`src/rtl/serial_pkg.sv`:
```
// Shared types and register map for the serial receiver.
// The CPU side sees two words: DATA at 0x0 and STATUS at 0x4.
package serial_pkg;

  typedef enum logic [1:0] {
    RX_IDLE  = 2'd0,
    RX_START = 2'd1,
    RX_DATA  = 2'd2,
    RX_STOP  = 2'd3
  } rx_state_t;

  localparam logic [31:0] REG_DATA   = 32'h0000_0000;
  localparam logic [31:0] REG_STATUS = 32'h0000_0004;
  localparam int          REG_SEL_BIT = 2;

  localparam int ST_NEMPTY    = 0;
  localparam int ST_FULL      = 1;
  localparam int ST_OVR       = 2;
  localparam int ST_FERR      = 3;
  localparam int ST_COUNT_LSB = 8;

  localparam int DATA_VALID_BIT = 31;

endpackage

```
`src/rtl/sync_fifo.sv`:
```
// Single-clock FIFO with occupancy count; a pop and a push in the same cycle
// both take effect even when full.
module sync_fifo #(
  parameter int WIDTH = 8,
  parameter int DEPTH = 4
) (
  input  logic                     clk,
  input  logic                     rst,
  input  logic                     push,
  input  logic                     pop,
  input  logic [WIDTH-1:0]         din,
  output logic [WIDTH-1:0]         dout,
  output logic                     full,
  output logic                     empty,
  output logic [$clog2(DEPTH):0]   count
);

  localparam int AW = $clog2(DEPTH);
  localparam int NW = AW + 1;
  localparam logic [NW-1:0] DEPTH_N = NW'(DEPTH);

  logic [WIDTH-1:0] mem [DEPTH];
  logic [AW-1:0]    wr_q  = '0;
  logic [AW-1:0]    rd_q  = '0;
  logic [NW-1:0]    cnt_q = '0;
  logic             do_push;
  logic             do_pop;

  assign empty   = (cnt_q == '0);
  assign full    = (cnt_q == DEPTH_N);
  assign count   = cnt_q;
  assign dout    = mem[rd_q];
  assign do_pop  = pop && !empty;
  assign do_push = push && (!full || do_pop);

  // Pointers are AW bits wide, so they wrap modulo DEPTH on their own.
  always_ff @(posedge clk) begin
    if (rst) begin
      wr_q  <= '0;
      rd_q  <= '0;
      cnt_q <= '0;
    end else begin
      if (do_push) wr_q <= wr_q + AW'(1);
      if (do_pop)  rd_q <= rd_q + AW'(1);
      case ({do_push, do_pop})
        2'b10:   cnt_q <= cnt_q + NW'(1);
        2'b01:   cnt_q <= cnt_q - NW'(1);
        default: cnt_q <= cnt_q;
      endcase
    end
  end

  always_ff @(posedge clk) begin
    if (do_push) mem[wr_q] <= din;
  end

  a_count_bounded: assert property (@(posedge clk) cnt_q <= DEPTH_N);

endmodule

```
`src/rtl/serialrx.sv`:
```
// UART receiver with a small receive FIFO behind a pipelined Wishbone slave.
//   state    | meaning
//   RX_IDLE  | line idle, waiting for a falling edge
//   RX_START | timing half a bit to re-check the start bit
//   RX_DATA  | sampling data bits mid-bit, LSB first
//   RX_STOP  | sampling the stop bit; push or flag framing error
module serialrx
  import serial_pkg::*;
#(
  parameter int DIVIDE = 2,
  parameter int FRAME  = 8,
  parameter int DEPTH  = 4
) (
  input  logic        clk,
  input  logic        rst,
  input  logic        uart_rx,
  input  logic [31:0] wb_addr,
  input  logic [31:0] wb_data_w,
  output logic [31:0] wb_data_r,
  input  logic        wb_we,
  input  logic        wb_stb,
  input  logic        wb_cyc,
  output logic        wb_ack,
  output logic        wb_stall,
  output logic        irq
);

  localparam int CW = (DIVIDE > 1) ? $clog2(DIVIDE) : 1;
  localparam int IW = (FRAME > 1) ? $clog2(FRAME) : 1;
  localparam int NW = $clog2(DEPTH) + 1;
  localparam logic [CW-1:0] HALF_TC  = CW'(DIVIDE / 2 - 1);
  localparam logic [CW-1:0] FULL_TC  = CW'(DIVIDE - 1);
  localparam logic [IW-1:0] LAST_BIT = IW'(FRAME - 1);

  logic            rx_meta = 1'b1;
  logic            rx_s    = 1'b1;
  rx_state_t       state_q = RX_IDLE;
  rx_state_t       state_d;
  logic [CW-1:0]   cnt_q   = '0;
  logic [CW-1:0]   cnt_d;
  logic [IW-1:0]   idx_q   = '0;
  logic [IW-1:0]   idx_d;
  logic [FRAME-1:0] shreg_q = '0;
  logic [FRAME-1:0] shreg_d;
  logic            char_push;
  logic            frame_err;

  logic            ovr_q   = 1'b0;
  logic            ferr_q  = 1'b0;
  logic            ack_q   = 1'b0;
  logic [31:0]     data_q  = '0;
  logic [31:0]     rd_val;

  logic            accept;
  logic            is_status;
  logic            rd_pop;
  logic            status_wr;
  logic            ovr_set;

  logic [FRAME-1:0] fifo_head;
  logic            fifo_full;
  logic            fifo_empty;
  logic [NW-1:0]   fifo_count;

  logic            unused_ok;
  assign unused_ok = ^{wb_addr[31:3], wb_addr[1:0], wb_data_w[31:4], wb_data_w[1:0]};

  always_ff @(posedge clk) begin
    if (rst) begin
      rx_meta <= 1'b1;
      rx_s    <= 1'b1;
    end else begin
      rx_meta <= uart_rx;
      rx_s    <= rx_meta;
    end
  end

  always_ff @(posedge clk) begin
    if (rst) begin
      state_q <= RX_IDLE;
      cnt_q   <= '0;
      idx_q   <= '0;
      shreg_q <= '0;
    end else begin
      state_q <= state_d;
      cnt_q   <= cnt_d;
      idx_q   <= idx_d;
      shreg_q <= shreg_d;
    end
  end

  always_comb begin
    state_d   = state_q;
    cnt_d     = cnt_q;
    idx_d     = idx_q;
    shreg_d   = shreg_q;
    char_push = 1'b0;
    frame_err = 1'b0;
    case (state_q)
      RX_IDLE: begin
        if (!rx_s) begin
          state_d = RX_START;
          cnt_d   = '0;
        end
      end
      RX_START: begin
        if (cnt_q == HALF_TC) begin
          cnt_d   = '0;
          idx_d   = '0;
          state_d = rx_s ? RX_IDLE : RX_DATA;
        end else begin
          cnt_d = cnt_q + CW'(1);
        end
      end
      RX_DATA: begin
        if (cnt_q == FULL_TC) begin
          cnt_d   = '0;
          shreg_d = {rx_s, shreg_q[FRAME-1:1]};
          if (idx_q == LAST_BIT) begin
            idx_d   = '0;
            state_d = RX_STOP;
          end else begin
            idx_d = idx_q + IW'(1);
          end
        end else begin
          cnt_d = cnt_q + CW'(1);
        end
      end
      RX_STOP: begin
        if (cnt_q == FULL_TC) begin
          cnt_d     = '0;
          state_d   = RX_IDLE;
          char_push = rx_s;
          frame_err = !rx_s;
        end else begin
          cnt_d = cnt_q + CW'(1);
        end
      end
      default: state_d = RX_IDLE;
    endcase
  end

  sync_fifo #(
    .WIDTH(FRAME),
    .DEPTH(DEPTH)
  ) u_fifo (
    .clk  (clk),
    .rst  (rst),
    .push (char_push),
    .pop  (rd_pop),
    .din  (shreg_q),
    .dout (fifo_head),
    .full (fifo_full),
    .empty(fifo_empty),
    .count(fifo_count)
  );

  assign accept    = wb_stb && wb_cyc;
  assign is_status = wb_addr[REG_SEL_BIT];
  assign rd_pop    = accept && !wb_we && !is_status && !fifo_empty;
  assign status_wr = accept && wb_we && is_status;
  assign ovr_set   = char_push && fifo_full && !rd_pop;

  always_comb begin
    rd_val = '0;
    if (is_status) begin
      rd_val[ST_NEMPTY]                = !fifo_empty;
      rd_val[ST_FULL]                  = fifo_full;
      rd_val[ST_OVR]                   = ovr_q;
      rd_val[ST_FERR]                  = ferr_q;
      rd_val[ST_COUNT_LSB +: NW]       = fifo_count;
    end else if (!fifo_empty) begin
      rd_val[FRAME-1:0]                = fifo_head;
      rd_val[DATA_VALID_BIT]           = 1'b1;
    end
  end

  // Setting a flag in the same cycle as a write-1-to-clear keeps it set.
  always_ff @(posedge clk) begin
    if (rst) begin
      ovr_q  <= 1'b0;
      ferr_q <= 1'b0;
      ack_q  <= 1'b0;
      data_q <= '0;
    end else begin
      if (ovr_set)                               ovr_q <= 1'b1;
      else if (status_wr && wb_data_w[ST_OVR])   ovr_q <= 1'b0;
      if (frame_err)                             ferr_q <= 1'b1;
      else if (status_wr && wb_data_w[ST_FERR])  ferr_q <= 1'b0;
      ack_q <= accept;
      if (accept && !wb_we) data_q <= rd_val;
    end
  end

  assign wb_ack    = ack_q && wb_cyc;
  assign wb_stall  = 1'b0;
  assign wb_data_r = data_q;
  assign irq       = !fifo_empty;

  logic [31:0] n_stb_q = '0;
  logic [31:0] n_ack_q = '0;

  always_ff @(posedge clk) begin
    if (rst) begin
      n_stb_q <= '0;
      n_ack_q <= '0;
    end else begin
      if (accept) n_stb_q <= n_stb_q + 32'd1;
      if (wb_ack) n_ack_q <= n_ack_q + 32'd1;
    end
  end

  a_ack_le_stb: assert property (@(posedge clk) disable iff (rst)
    ({1'b0, n_ack_q} + 33'(wb_ack)) <= {1'b0, n_stb_q});
  a_no_ack_without_cyc: assert property (@(posedge clk) !wb_cyc |-> !wb_ack);

endmodule
```
`config.mk`:
```
export PLATFORM = sky130hd
export DESIGN_NAME = serialrx
export DESIGN_NICKNAME = d
export VERILOG_FILES = /design/src/rtl/serial_pkg.sv /design/src/rtl/sync_fifo.sv /design/src/rtl/serialrx.sv
export SDC_FILE = /design/constraint.sdc
export NUM_CORES = 1
export LEC_CHECK = 0
export ABC_CLOCK_PERIOD_IN_PS = 2200
export CORE_ASPECT_RATIO = 1.4
export CORE_MARGIN = 2
export CORE_UTILIZATION = 45
export CTS_CLUSTER_SIZE = 12
export DETAILED_ROUTE_END_ITERATION = 8
export PLACE_DENSITY = 0.83
export SLEW_MARGIN = 10
export SYNTH_ARGS = -nofsm -noshare
export SYNTH_HDL_FRONTEND = slang
export SYNTH_SLANG_ARGS = --single-unit
```
`constraint.sdc`:
```
create_clock -name clk -period 2.2 [get_ports clk]
set_input_delay 0.22 -clock clk [delete_from_list [all_inputs] [get_ports clk]]
set_output_delay 0.22 -clock clk [all_outputs]
set_load 0.05 [all_outputs]
```
==> out/qor.csv, run 1 <==
stage;metric;value;unit
power_and_ir_drop;ir_worst_vdd;394;uV
timing;setup_viol_count_final;0;
route;drt-wirelength-per-cell;14.3;um
grt;gr-total-overflow;0;
grt;grt_max_degree;25;
floorplanning;die-area;7590;um^2
floorplanning;rows;35;
timing;finalCritPeriodShare;88.9;%
critical_path;reg2reg_depth;8;
critical_path;rrSetupSlack;0.25;ns
timing;slew_headroom;59.1;%
clocking;clock_sinks;72;
run;maxCapViolations;0;
placed_design;dp_hpwl;3980;um
grt;grt_pass1_wl;9270;um
power_and_ir_drop;p_leak;1.29;nW
floorplanning;core_area;6660;um^2
timing;fin_ws;0.244;ns
clocking;htree_levels;3;
synthesis;synth_area;3110;um^2
hold_path;min_from;rx_meta$_SDFF_PP1_;
cells_and_area;layout_commonest_cell;dfxtp_1;
timing;finalSetupTns;0;ns
critical_path;worstPathRequired;1.98;ns
route;routed_via_density;5.11;
cells_and_area;area_growth;17.0;%
timing;min_period;1.96;ns
synthesis;synthFlopType;dfxtp_1;
placed_design;place.gp.congestion;0.812;
clocking;cts_tree;done;
clocking;clkLatencyLatePin;0.35;ns
critical_path;critPathKind;reg -> out;
critical_path;crit_chain;nor3_2 > inv_1 > dlygate4sd2_1;
grt;grt_pass1_vias;1946;
cells_and_area;drive_above_1_share;16.0;%
power_and_ir_drop;power_density;712;nW/um^2
critical_path;cp-start-kind;register;
cells_and_area;finalNetCount;385;
clocking;clkTransAtPathRegs;0.07;ns
hold_path;hold_path_class;reg -> reg;
timing;max_freq;511;MHz
route;dr.pass1.iters;5;
grt;antenna_found_initial;0;
critical_path;cp_data_arrival_time;1.74;ns
synthesis;ys_ff_latch;72;
hold_path;min_to;rx_s$_SDFF_PP1_;
floorplanning;io_pins;105;
clocking;numCtsBuffers;9;
status;outcome;finished, final reports clean;
cells_and_area;diodes;0;
placed_design;place_inst;389;
critical_path;critical-path-slowest-cell;nor3_2;
critical_path;cp.depth;3;
critical_path;timing.rr.end;u_fifo.count[2]$_SDFFE_PP0P_;
synthesis;synth_edf_count;32;
route;route.vias.total;2069;
timing;worst_clock_skew;0.0125;ns
placed_design;post-place-ws;0.0923;ns
grt;grt_use_total;16.6;%
clocking;cts_root_buf;clkbuf_8;
timing;slew_violations;0;
route;final_antenna_net_count;0;
route;drt-total-wl;5780;um
timing;tightest_slew;0.612;ns
synthesis;synthArstFlopShare;0;%
critical_path;cpPeakStageDelay;0.45;ns
clocking;clockBufferDepth;2;
critical_path;endpoint_kind;primary output;
route;drtIter0Drc;154;
synthesis;syn_inst;276;
critical_path;r2r_start;u_fifo.count[1]$_SDFFE_PP0P_;
placed_design;port_buffers;22;
timing;rsz0062_at_grt;no;
critical_path;crit_buf_inv;2;
synthesis;yosysSeqAreaShare;56.7;%
critical_path;crit_fanout;8;
floorplanning;initial_core_util;46.7;%
synthesis;synth_warnings;0;
route;drcViolationCount;0;
synthesis;synth_cell_types;45;
cells_and_area;layout_common_cells;dfxtp_1, edfxtp_1, nand2_1;
critical_path;cp_top_family;buffers and inverters;
timing;hold_viol_final;0;
cells_and_area;final_util;54.6;%
cells_and_area;fin_cells;405;
floorplanning;dieHeight;102;um
hold_path;hold_depth;1;
floorplanning;dieWidth;74.2;um
synthesis;avgSynthCellArea;11.3;um^2
## cell type report
cell class	count	area, um^2
clock buffer	9	124
clock inverter	7	77.6
fill	559	3020
inverter	5	18.8
multi-input combinational	180	1160
sequential	72	1760
tap	92	115
timing repair buffer	40	377
## stage by stage
stage	area [um^2]	total power, W	hold WS (ns)
3_5_place_dp	3440	0.00158	0.416
5_1_grt	3640	0.00267	0.442
2_1_floorplan	3180	0.00157	0.324
4_1_cts	3640	0.00260	0.434
3_3_place_gp	3440	0.00158	0.402
6_report	3640	0.00259	0.430
## repair_timing
action / in CTS / in global routing
hold buffers: 0 / 0
resized for setup: 1 / 0
setup buffers: 0 / 0
endpoints found under the setup margin: 1 / 0
## cell usage after synthesis, types with 6 or more instances
library cell | instances | area share (%)
a21oi_1 | 23 | 3.7
mux4_2 | 8 | 5.8
buf_4 | 23 | 5.6
clkbuf_1 | 11 | 1.3
ha_1 | 6 | 2.4
and2_1 | 7 | 1.4
nand2_1 | 28 | 3.4
nand3_1 | 6 | 0.97
dfxtp_1 | 40 | 26
edfxtp_1 | 32 | 31
nor2_1 | 25 | 3.0
## worst reg2reg max path, cell delays in order (launching register included)
cell     delay, ns
dfxtp_1       0.50
nor3_2        0.15
nor3_4        0.19
nand2_1       0.09
fa_1          0.37
buf_4         0.15
nor4_1        0.23
a31oi_1       0.07
a21oi_1       0.12
## registers in the layout (all words and copies together) (netlist names), named ones only
signal	count
state_q	1
cnt_q	1
ferr_q	1
u_fifo.count	3
u_fifo.mem	32
wb_data_r	12
rx_meta	1
u_fifo.rd_q	2
ack_q	1
ovr_q	1
shreg_q	8
rx_s	1
idx_q	3
u_fifo.wr_q	2
## how the worst max path moves through the flow
stage / slack (ns) / endpoint / startpoint
finish: 0.24 / irq / u_fifo.count[1]$_SDFFE_PP0P_
global route: 0.13 / u_fifo.count[2]$_SDFFE_PP0P_ / u_fifo.count[1]$_SDFFE_PP0P_
CTS: 0.25 / irq / u_fifo.count[1]$_SDFFE_PP0P_
detailed placement: 0.09 / u_fifo.count[2]$_SDFFE_PP0P_ / wb_we
global placement: 0.13 / u_fifo.count[2]$_SDFFE_PP0P_ / wb_cyc
floorplan: 0.26 / u_fifo.count[2]$_SDFFE_PP0P_ / u_fifo.count[0]$_SDFFE_PP0P_
## cell families (layout without fill, tap and decap cells)
group,count (synthesis),in the layout,share of synthesized area (%)
AOI/OAI and AO/OA,48,48,9.75
xor gates and xnor gates,4,4,1.13
adders and majority gates,7,7,3.06
buffers and inverters,44,61,8.30
DFF,72,72,56.7
muxes,10,10,6.44
other,1,21,0.121
and+or+nand+nor,90,90,14.5
## report_power, final
part / internal [W] / leakage [nW] / switching (W)
Combinational: 0.0000331 / 0.569 / 0.000120
Clock: 0.000535 / 0.101 / 0.000504
Sequential: 0.00139 / 0.619 / 0.00000675
## per-layer routing
metal	part of all wire [%]	global-route usage [%]	up-vias
met3	5.4	3.94	10
met1	40	19.1	988
met5	0	0	-
met2	52	27.7	72
met4	2.5	10.3	0
li1	-	-	999
Power figures use the tool's default switching activity.
==> run 2: changes to the inputs <==
==> constraint.sdc (replaced) <==
create_clock -name clk -period 2.2 [get_ports clk]
set_input_delay 0.22 -clock clk [delete_from_list [all_inputs] [get_ports clk]]
set_output_delay 0.22 -clock clk [all_outputs]
set_load 0.1 [all_outputs]
==> run 2 against run 1 <==
  * Critical endpoint is now u_fifo.count[2]$_SDFFE_PP0P_
  * Combinational power is 56% higher
  * Wire length is 1.3% higher
  * Maximum frequency is 1.7% lower
  * Clock power is 4% lower
  * Setup slack worse by 0.035 ns
  * Sequential share of layout area is 0.37 points higher
==> out/qor.csv, run 2 (synthesized netlist as in run 1, its figures left out) <==
stage;metric;value;unit
power_and_ir_drop;ir_worst_vdd;318;uV
timing;slew_violations;0;
hold_path;hold_path_class;reg -> reg;
clocking;clock_sinks;72;
route;dr.pass1.iters;4;
cells_and_area;area_growth;16.1;%
floorplanning;dieWidth;74.2;um
cells_and_area;diodes;0;
floorplanning;rows;35;
route;drt-wirelength-per-cell;14.6;um
route;final_antenna_net_count;0;
grt;gr-total-overflow;0;
clocking;cts_root_buf;clkbuf_8;
cells_and_area;layout_commonest_cell;dfxtp_1;
grt;grt_pass1_wl;9730;um
floorplanning;initial_core_util;46.7;%
run;maxCapViolations;0;
floorplanning;dieHeight;102;um
cells_and_area;fill_cells;562;
timing;worst_clock_skew;0.0140;ns
timing;hold_slack;0.404;ns
route;drcViolationCount;0;
route;drtIter0Drc;177;
timing;tightest_slew;0.640;ns
placed_design;place.gp.congestion;0.826;
placed_design;dp_hpwl;4140;um
floorplanning;io_pins;105;
floorplanning;die-area;7590;um^2
timing;min_period;1.99;ns
clocking;clkTransAtPathRegs;0.08;ns
timing;finalSetupTns;0;ns
placed_design;post-place-ws;0.0310;ns
timing;max_freq;502;MHz
critical_path;crit_fanout;8;
grt;antenna_found_initial;0;
cells_and_area;layout_common_cells;dfxtp_1, edfxtp_1, nand2_1;
power_and_ir_drop;p_leak;1.29;nW
cells_and_area;largest_reg_flops;32;
route;route.vias.total;2091;
route;routed_via_density;5.20;
grt;grt_pass1_vias;2031;
clocking;post-cts-setup-buffers;0;
clocking;numCtsBuffers;9;
hold_path;min_from;rx_meta$_SDFF_PP1_;
clocking;clockBufferDepth;2;
critical_path;worstPathRequired;2.42;ns
power_and_ir_drop;p_total;0.00264;W
critical_path;cp_data_arrival_time;2.21;ns
floorplanning;core_area;6660;um^2
clocking;cts-hold-fix-buffers;0;
timing;finalCritPeriodShare;90.5;%
placed_design;port_buffers;22;
placed_design;placed_area;3420;um^2
critical_path;reg2reg_depth;7;
cells_and_area;finalNetCount;382;
critical_path;endpoint_kind;register;
critical_path;timing.rr.end;u_fifo.count[2]$_SDFFE_PP0P_;
timing;rsz0062_at_grt;no;
clocking;clkLatencyLatePin;0.36;ns
clocking;cts_resized;0;
critical_path;cp-start-kind;register;
clocking;cts_tree;done;
grt;grt_max_degree;19;
status;outcome;finished, final reports clean;
timing;slew_headroom;57.2;%
cells_and_area;drive_above_1_share;18.7;%
critical_path;rrSetupSlack;0.21;ns
cells_and_area;top_register;u_fifo.mem;
hold_path;min_to;rx_s$_SDFF_PP1_;
timing;fin_ws;0.210;ns
critical_path;critPathKind;reg -> reg;
grt;grt_use_total;17.8;%
clocking;htree_levels;3;
hold_path;hold_depth;1;
critical_path;r2r_start;u_fifo.count[1]$_SDFFE_PP0P_;
power_and_ir_drop;power_density;731;nW/um^2
route;drt-total-wl;5850;um
cells_and_area;design_area;3610;um^2
timing;setup_viol_count_final;0;
timing;hold_viol_final;0;
## run 2: changes by cell type in the layout (fill, tap and decap cells not counted), sizes merged
cell	change
clkinvlp	+1
inv	-3
clkbuf	+2
dlygate4sd2	-1
clkdlybuf4s50	-12
buf	+10
## run 2: cell type report
type | instances | area (um^2) | share of cell area, %
Sequential cell | 72 | 1760 | 48.8
Clock buffer | 11 | 131 | 3.64
Timing Repair Buffer | 37 | 360 | 9.99
Tap cell | 92 | 115 | 3.19
Clock inverter | 5 | 58.8 | 1.63
Inverter | 5 | 18.8 | 0.520
Multi-Input combinational cell | 180 | 1160 | 32.2
## run 2: metal layers
layer / part of all wire, % / global-route usage (%)
met2: 56 / 31.8
met4: 3.2 / 9.75
met3: 4.7 / 5.13
met1: 36 / 18.3
met5: 0 / 0
## run 2: worst max path at each step
stage / from / to / slack, ns
5_1_grt: u_fifo.count[1]$_SDFFE_PP0P_ / u_fifo.count[2]$_SDFFE_PP0P_ / 0.05
3_3_place_gp: wb_cyc / u_fifo.count[2]$_SDFFE_PP0P_ / 0.1
6_report: u_fifo.count[1]$_SDFFE_PP0P_ / u_fifo.count[2]$_SDFFE_PP0P_ / 0.21
2_1_floorplan: u_fifo.count[0]$_SDFFE_PP0P_ / u_fifo.count[2]$_SDFFE_PP0P_ / 0.26
3_5_place_dp: wb_cyc / u_fifo.count[2]$_SDFFE_PP0P_ / 0.03
4_1_cts: u_fifo.count[1]$_SDFFE_PP0P_ / u_fifo.count[2]$_SDFFE_PP0P_ / 0.22
## run 2: power breakdown
| group | switching [W] | leakage (nW) | total [W] | internal (W) |
|---|---|---|---|---|
| clock | 0.000481 | 0.0895 | 0.00100 | 0.000524 |
| combinational | 0.000206 | 0.580 | 0.000238 | 0.0000314 |
| sequential | 0.00000683 | 0.619 | 0.00140 | 0.00139 |
## run 2: worst max-delay path, cell delays in order, from the launching register on
cell and delay, ns:
dfxtp_1 0.49, nor3_2 0.15, nor3_4 0.19, nand2_1 0.09
fa_1 0.39, or2_1 0.26, a31oi_1 0.19, a21oi_1 0.09
## run 2: through the flow
stage                     cells  util, %
after floorplan             296        -
after global placement      386     51.4
after detailed placement    386     51.4
after CTS                   402     54.2
after global routing        402     54.2
final                       402     54.2
==> run 3: changes to the inputs <==
CTS_CLUSTER_SIZE = not set   (was 12)
==> results of run 3 <==
Final layout, timing and power as in run 2 (identical DEF).
